## src/rtl/uart_pkg.sv

```systemverilog
// Shared types and constant helpers for the UART frame transmitter.
package uart_pkg;

  localparam int unsigned PAR_NONE = 0;
  localparam int unsigned PAR_ODD  = 1;
  localparam int unsigned PAR_EVEN = 2;

  typedef enum logic [2:0] {
    StIdle   = 3'd0,
    StStart  = 3'd1,
    StData   = 3'd2,
    StParity = 3'd3,
    StStop   = 3'd4
  } state_e;

  function automatic int unsigned calc_div(input int unsigned clk_freq, input int unsigned baud);
    return clk_freq / baud;
  endfunction

  // Bits needed to hold values 0..n-1, never less than one.
  function automatic int unsigned calc_w(input int unsigned n);
    int unsigned w;
    w = 1;
    while ((32'd1 << w) < n) w++;
    return w;
  endfunction

endpackage

```

## src/rtl/uart_baud_tick.sv

```systemverilog
// Bit-period counter: counts 0..DIV-1 and pulses tick on the last count.
module uart_baud_tick #(
  parameter int unsigned DIV   = 12,
  parameter int unsigned CNT_W = 4
) (
  input  logic clk,
  input  logic rst_n,
  input  logic restart,
  output logic tick
);

  localparam logic [CNT_W-1:0] Last = CNT_W'(DIV - 1);

  logic [CNT_W-1:0] cnt_q, cnt_d;

  assign tick = (cnt_q == Last);

  always_comb begin
    cnt_d = cnt_q + 1'b1;
    if (restart || tick) cnt_d = '0;
  end

  always_ff @(posedge clk or negedge rst_n) begin
    if (!rst_n) cnt_q <= '0;
    else        cnt_q <= cnt_d;
  end

endmodule

```

## src/rtl/uart_frame_tx.sv

```systemverilog
// UART frame transmitter with valid/ready input and configurable frame format.
// Define UART_FRAME_TX_FIFO_EN to place a FIFO_DEPTH-entry FIFO in front of the serialiser.
module uart_frame_tx
  import uart_pkg::*;
#(
  parameter int unsigned CLK_FREQ   = 12000000,
  parameter int unsigned BAUD       = 115200,
  parameter int unsigned DATA_W     = 8,
  parameter int unsigned PARITY     = 0,
  parameter int unsigned STOP_BITS  = 1,
  parameter int unsigned FIFO_DEPTH = 4
) (
  input  logic              clk_i,
  input  logic              rstn_i,
  input  logic [DATA_W-1:0] data_i,
  input  logic              valid_i,
  output logic              ready_o,
  output logic              tx_o,
  output logic              busy_o
);

  localparam int unsigned Div  = calc_div(CLK_FREQ, BAUD);
  localparam int unsigned CntW = calc_w(Div);
  localparam int unsigned IdxW = calc_w(DATA_W);

  logic [1:0] sync_q;
  logic       rst_n;

  // Assert asynchronously, release two edges after rstn_i rises.
  always_ff @(posedge clk_i or negedge rstn_i) begin
    if (!rstn_i) sync_q <= 2'b00;
    else         sync_q <= {sync_q[0], 1'b1};
  end
  assign rst_n = sync_q[1];

  state_e            state_q, state_d;
  logic [DATA_W-1:0] shreg_q, shreg_d;
  logic              par_q, par_d;
  logic [IdxW-1:0]   bit_idx_q, bit_idx_d;
  logic              stop_idx_q, stop_idx_d;
  logic              tx_q, tx_d;
  logic              restart, tick;
  logic              stop_last, slot;
  logic              load_valid;
  logic [DATA_W-1:0] load_data;

  uart_baud_tick #(
    .DIV   (Div),
    .CNT_W (CntW)
  ) u_baud (
    .clk     (clk_i),
    .rst_n   (rst_n),
    .restart (restart),
    .tick    (tick)
  );

  assign stop_last = (stop_idx_q == 1'(STOP_BITS - 1));
  // The serialiser can take a new word when idle or in the final cycle of the last stop bit.
  assign slot = (state_q == StIdle) || ((state_q == StStop) && tick && stop_last);

`ifdef UART_FRAME_TX_FIFO_EN
  localparam int unsigned PtrW = calc_w(FIFO_DEPTH);

  logic [DATA_W-1:0] mem_q [FIFO_DEPTH];
  logic [PtrW-1:0]   rd_ptr_q, wr_ptr_q;
  logic [PtrW:0]     count_q, count_d;
  logic              full, empty, push, pop, bypass, wr_en;

  assign full    = (count_q == (PtrW + 1)'(FIFO_DEPTH));
  assign empty   = (count_q == '0);
  assign ready_o = rst_n && !full;
  assign push    = valid_i && ready_o;
  assign pop     = slot && !empty;
  // An empty FIFO with a free serialiser hands the word straight through.
  assign bypass  = slot && empty && push;
  assign wr_en   = push && !bypass;

  assign load_valid = pop || bypass;
  assign load_data  = pop ? mem_q[rd_ptr_q] : data_i;
  assign busy_o     = (state_q != StIdle) || !empty;

  always_comb begin
    count_d = count_q;
    unique case ({wr_en, pop})
      2'b10:   count_d = count_q + 1'b1;
      2'b01:   count_d = count_q - 1'b1;
      default: count_d = count_q;
    endcase
  end

  always_ff @(posedge clk_i or negedge rst_n) begin
    if (!rst_n) begin
      rd_ptr_q <= '0;
      wr_ptr_q <= '0;
      count_q  <= '0;
    end else begin
      if (wr_en) wr_ptr_q <= wr_ptr_q + 1'b1;
      if (pop)   rd_ptr_q <= rd_ptr_q + 1'b1;
      count_q <= count_d;
    end
  end

  always_ff @(posedge clk_i) begin
    if (wr_en) mem_q[wr_ptr_q] <= data_i;
  end
`else
  assign ready_o    = rst_n && (state_q == StIdle);
  assign load_valid = valid_i && ready_o;
  assign load_data  = data_i;
  assign busy_o     = (state_q != StIdle);
`endif

  always_comb begin
    state_d    = state_q;
    shreg_d    = shreg_q;
    par_d      = par_q;
    bit_idx_d  = bit_idx_q;
    stop_idx_d = stop_idx_q;
    restart    = 1'b0;

    unique case (state_q)
      StIdle: ;
      StStart: begin
        if (tick) begin
          state_d   = StData;
          bit_idx_d = '0;
        end
      end
      StData: begin
        if (tick) begin
          shreg_d = shreg_q >> 1;
          if (bit_idx_q == IdxW'(DATA_W - 1)) begin
            state_d    = (PARITY != PAR_NONE) ? StParity : StStop;
            stop_idx_d = 1'b0;
          end else begin
            bit_idx_d = bit_idx_q + 1'b1;
          end
        end
      end
      StParity: begin
        if (tick) begin
          state_d    = StStop;
          stop_idx_d = 1'b0;
        end
      end
      StStop: begin
        if (tick) begin
          if (stop_last) state_d = StIdle;
          else           stop_idx_d = 1'b1;
        end
      end
      default: state_d = StIdle;
    endcase

    if (slot && load_valid) begin
      state_d = StStart;
      shreg_d = load_data;
      par_d   = (PARITY == PAR_ODD) ? ~(^load_data) : ^load_data;
      restart = 1'b1;
    end
  end

  // Line level is registered from the next state so tx_o never glitches.
  always_comb begin
    tx_d = 1'b1;
    unique case (state_d)
      StStart:  tx_d = 1'b0;
      StData:   tx_d = shreg_d[0];
      StParity: tx_d = par_d;
      default:  tx_d = 1'b1;
    endcase
  end

  always_ff @(posedge clk_i or negedge rst_n) begin
    if (!rst_n) begin
      state_q    <= StIdle;
      shreg_q    <= '0;
      par_q      <= 1'b0;
      bit_idx_q  <= '0;
      stop_idx_q <= 1'b0;
      tx_q       <= 1'b1;
    end else begin
      state_q    <= state_d;
      shreg_q    <= shreg_d;
      par_q      <= par_d;
      bit_idx_q  <= bit_idx_d;
      stop_idx_q <= stop_idx_d;
      tx_q       <= tx_d;
    end
  end

  assign tx_o = tx_q;

endmodule

```

## config.mk

```make
export PLATFORM = sky130hd
export DESIGN_NAME = uart_frame_tx
export DESIGN_NICKNAME = d
export VERILOG_FILES = /design/src/rtl/uart_pkg.sv /design/src/rtl/uart_baud_tick.sv /design/src/rtl/uart_frame_tx.sv
export SDC_FILE = /design/constraint.sdc
export NUM_CORES = 1
export LEC_CHECK = 0
export BUFFER_PORTS_ARGS = -buffer_cell sky130_fd_sc_hd__buf_2
export CAP_MARGIN = 20
export CORE_MARGIN = 2
export CORE_UTILIZATION = 25
export DETAILED_ROUTE_END_ITERATION = 10
export PLACE_DENSITY = 0.38
export SLEW_MARGIN = 40
export SYNTH_ARGS = -nofsm -noshare
export SYNTH_HDL_FRONTEND = slang
export SYNTH_SLANG_ARGS = --single-unit
```

## constraint.sdc

```tcl
create_clock -name clk_i -period 3.3 [get_ports clk_i]
set_clock_uncertainty 0.15 [all_clocks]
set_input_delay 0.165 -clock clk_i [delete_from_list [all_inputs] [get_ports clk_i]]
set_output_delay 0.165 -clock clk_i [all_outputs]
set_load 0.01 [all_outputs]
```

==> impl_metrics.env <==
export IMPL_status="complete, but fails checks"
export IMPL_failed_checks="negative hold slack"
export IMPL_synth_seq_cells=25
export IMPL_fin_crit_sh_pct=65.3
export IMPL_place_area_sq_um=1360
export IMPL_overflow=0
export IMPL_finalCriticalPeriod_ns=2.15
export IMPL_crit_required_ns=3.34
export IMPL_root_buffer="clkbuf_8"
export IMPL_grt_pass1_wl_microns=4140
export IMPL_layout_commonest_cell="dfrtp_1"
export IMPL_area_growth_pct=15.7
export IMPL_ant_nets=0
export IMPL_drcViolationCount=0
export IMPL_fill_cells=502
export IMPL_rr_worst_depth=6
export IMPL_hold_viol=3
export IMPL_finalHoldWorstSlack_ns=-0.00669
export IMPL_r2r_start="u_baud.cnt_q[0]"
export IMPL_cp_slowest_stage_delay_ns=0.43
export IMPL_fmax_mhz=464
export IMPL_worst_path_buf_inv=0
export IMPL_switching_share_pct=20.9
export IMPL_wl_met1_microns=1070
export IMPL_vias=890
export IMPL_ctsLongestPathBuffers=2
export IMPL_startpoint="u_baud.cnt_q[0]"
export IMPL_rsz0062_at_grt="no"
export IMPL_die_x_microns=73.9
export IMPL_startpoint_type="flip-flop"
export IMPL_clk_pin_slew_ns=0.09
export IMPL_final_cell_mix="24 x dfrtp_1, 18 x nand2_1, 13 x buf_2, 9 x nor2_1, 9 x xnor2_1"
export IMPL_p_comb_share_pct=5.6
export IMPL_place_hpwl_microns=1800
export IMPL_slowest_stage="and4b_1"
export IMPL_synthesis_nets=132
export IMPL_cp_endpoint="tx_o"
export IMPL_grt_max_degree=19
export IMPL_drive_gt1_share_pct=16.3
export IMPL_multiInputGateArea_sq_um=558
export IMPL_clockPowerShare_pct=34.5
export IMPL_crit_path_max_fanout=9
export IMPL_p_int_mw=0.409
export IMPL_clock_sinks=25
export IMPL_dp_cells=197
export IMPL_end_kind="flip-flop"
export IMPL_clk_latency_ns=0.26
export IMPL_antenna_found_initial=0
export IMPL_final_setup_viol_count=0
export IMPL_finalNonFillerCells=202
export IMPL_num_antenna_cells=0
export IMPL_synth_cell_types=30
export IMPL_power_density_nw_per_um2=366
export IMPL_drt_vias_per_instance=4.41
export IMPL_grt_pass1_vias=919
export IMPL_numPortBuffers=13
export IMPL_pin_count=14
export IMPL_route_met2_wl_microns=1170
export IMPL_gp_congestion=0.781
export IMPL_finalMaxSlewViolations=0
export IMPL_cts_tree="built"
export IMPL_syn_cell_area_sq_um=1220
export IMPL_leakage_nw=0.642
export IMPL_seq_area_sq_um=627
export IMPL_synth_warnings=0
export IMPL_setup_tns_final_ns=0
export IMPL_synth_area_top_cells="dfrtp_1 49%, xnor2_1 6.5%, nand2_1 5.5%, a22oi_1 3.7%, ha_1 3.1%"
export IMPL_maxUsedRoutingLayer="met4"
export IMPL_firstDrtPassIters=4
export IMPL_routedWlPerCell_microns=11.6
export IMPL_worstPathArrival_ns=2.19
export IMPL_htreeDepth=1
export IMPL_rrSetupSlack_ns=1.15
export IMPL_fin_nets=150
export IMPL_die_area_sq_um=5450
export IMPL_crit_type="flip-flop to flip-flop"
export IMPL_wirelength_microns=2350
export IMPL_netlist_instances=118
export IMPL_dr_wl_met3_microns=88
export IMPL_fp_row_count=25
export IMPL_grt_usage_pct=9.87
export IMPL_cp_depth=6
export IMPL_core_area_sq_um=4720
export IMPL_start_util_pct=25.8
export IMPL_yosys_area_top_type="dfrtp_1"
export IMPL_numCtsBuffers=3
export IMPL_maxCapViolCount=0
export IMPL_die_h_microns=73.9
export IMPL_seqPwrFrac_pct=59.9
export IMPL_tightest_slew_ns=0.553
export IMPL_min_path_type="flip-flop to asynchronous set/reset pin"
export IMPL_yosysTopAreaCellShare_pct=49.2
export IMPL_drt_iter0_drc=16
export IMPL_syn_area_per_cell_sq_um=10.3
export IMPL_seq_area_frac_synth_pct=51.4
export IMPL_ir_worst_vdd_v=0.000126
export IMPL_crit_chain="ha_1 > and3_1 > and4b_1 > mux2i_1 > a21oi_1 > a311o_1"
export IMPL_switchingPower_mw=0.108
export IMPL_relSlewSlack_pct=62.9
export IMPL_finalInstanceArea_sq_um=1410
export IMPL_crit_family="simple AND/OR/NAND/NOR gates"
export IMPL_timing_rr_end="tx_o"
==> cells in the mapped netlist <==
| cell | instances |
|---|---|
| and2_1 | 1 |
| buf_6 | 2 |
| xnor2_1 | 9 |
| a22o_1 | 3 |
| nand2_1 | 18 |
| and4b_1 | 1 |
| and3_1 | 4 |
| ha_1 | 3 |
| a311oi_2 | 1 |
| inv_1 | 2 |
| nand2b_1 | 3 |
| nor2_1 | 9 |
| buf_2 | 1 |
| xor2_1 | 2 |
| mux2_2 | 1 |
| a21boi_0 | 1 |
| dfrtp_1 | 24 |
| a311o_1 | 1 |
| nor3b_2 | 1 |
| dfstp_2 | 1 |
| a21oi_1 | 3 |
| mux2i_1 | 2 |
| nor2b_1 | 3 |
| conb_1 | 1 |
| a31oi_1 | 1 |
| o21ai_0 | 6 |
| nor3_1 | 2 |
| a22oi_1 | 6 |
| or3_1 | 1 |
| nand3_1 | 5 |
==> layout make-up <==
| cell class | instances | share of cell area [%] |
|---|---|---|
| repair buffers | 16 | 6.38 |
| clock buffers | 4 | 3.19 |
| multi-input cells | 88 | 39.5 |
| flip-flops and latches | 25 | 44.4 |
| inverters | 2 | 0.532 |
| well taps | 67 | 5.94 |
==> state kept, by name, indices dropped and copies added (netlist names) <==
name          cells
bit_idx_q         3
par_q             1
shreg_q           8
state_q           3
sync_q            2
tx_o              1
u_baud.cnt_q      7
==> worst min path at each step <==
stage	from	to	depth (start not counted)
after global routing	data_i[2]	shreg_q[2]	3
after CTS	sync_q[1]	state_q[1]	0
final	sync_q[1]	u_baud.cnt_q[6]	0
after floorplan	rstn_i	sync_q[0]	0
after global placement	rstn_i	sync_q[0]	1
after detailed placement	rstn_i	sync_q[1]	1
==> repair_timing <==
action	CTS	global route
endpoints found under the hold margin	2	0
setup buffers	0	0
resized for setup	0	0
hold buffers	1	0
==> routing by layer <==
metal	global-route usage [%]	up-vias
li1	-	438
met1	12.5	438
met2	16.6	12
met3	2.33	2
met4	3.03	0
met5	0	-
==> metrics by stage <==
| step | hold WS (ns) | power, mW | util (%) | setup WS, ns |
|---|---|---|---|---|
| floorplan | -0.281 | 0.332 | - | 1.45 |
| global placement | -0.200 | 0.344 | 28.7 | 1.23 |
| global route | 0.0232 | 0.542 | 29.9 | 0.975 |
| finish | -0.00669 | 0.516 | 29.9 | 1.15 |
| CTS | 0.00584 | 0.526 | 29.9 | 1.12 |
| detailed placement | -0.197 | 0.345 | 28.7 | 1.17 |
==> logic make-up (layout without fill, tap and decap cells) <==
kind of cell,Yosys count,after routing,synth area share [%]
DFF,25,25,51.4
xor gates and xnor gates,11,11,7.90
AOI/OAI and AO/OA,22,22,12.7
buffers and inverters,5,22,2.87
and+or+nand+nor,48,48,19.2
muxes,3,3,2.56
adders and majority gates,3,3,3.08
other,1,1,0.307
==> power by group through the flow <==
stage                     clock network [mW]  logic (mW)  registers, mW
final                                  0.178      0.0289          0.309
after global placement                     0      0.0289          0.316
after CTS                              0.187      0.0299          0.310
after detailed placement                   0      0.0290          0.316
after floorplan                            0      0.0141          0.318
after global routing                   0.200      0.0324          0.310
Note: power is estimated with default switching activity, not from simulation.
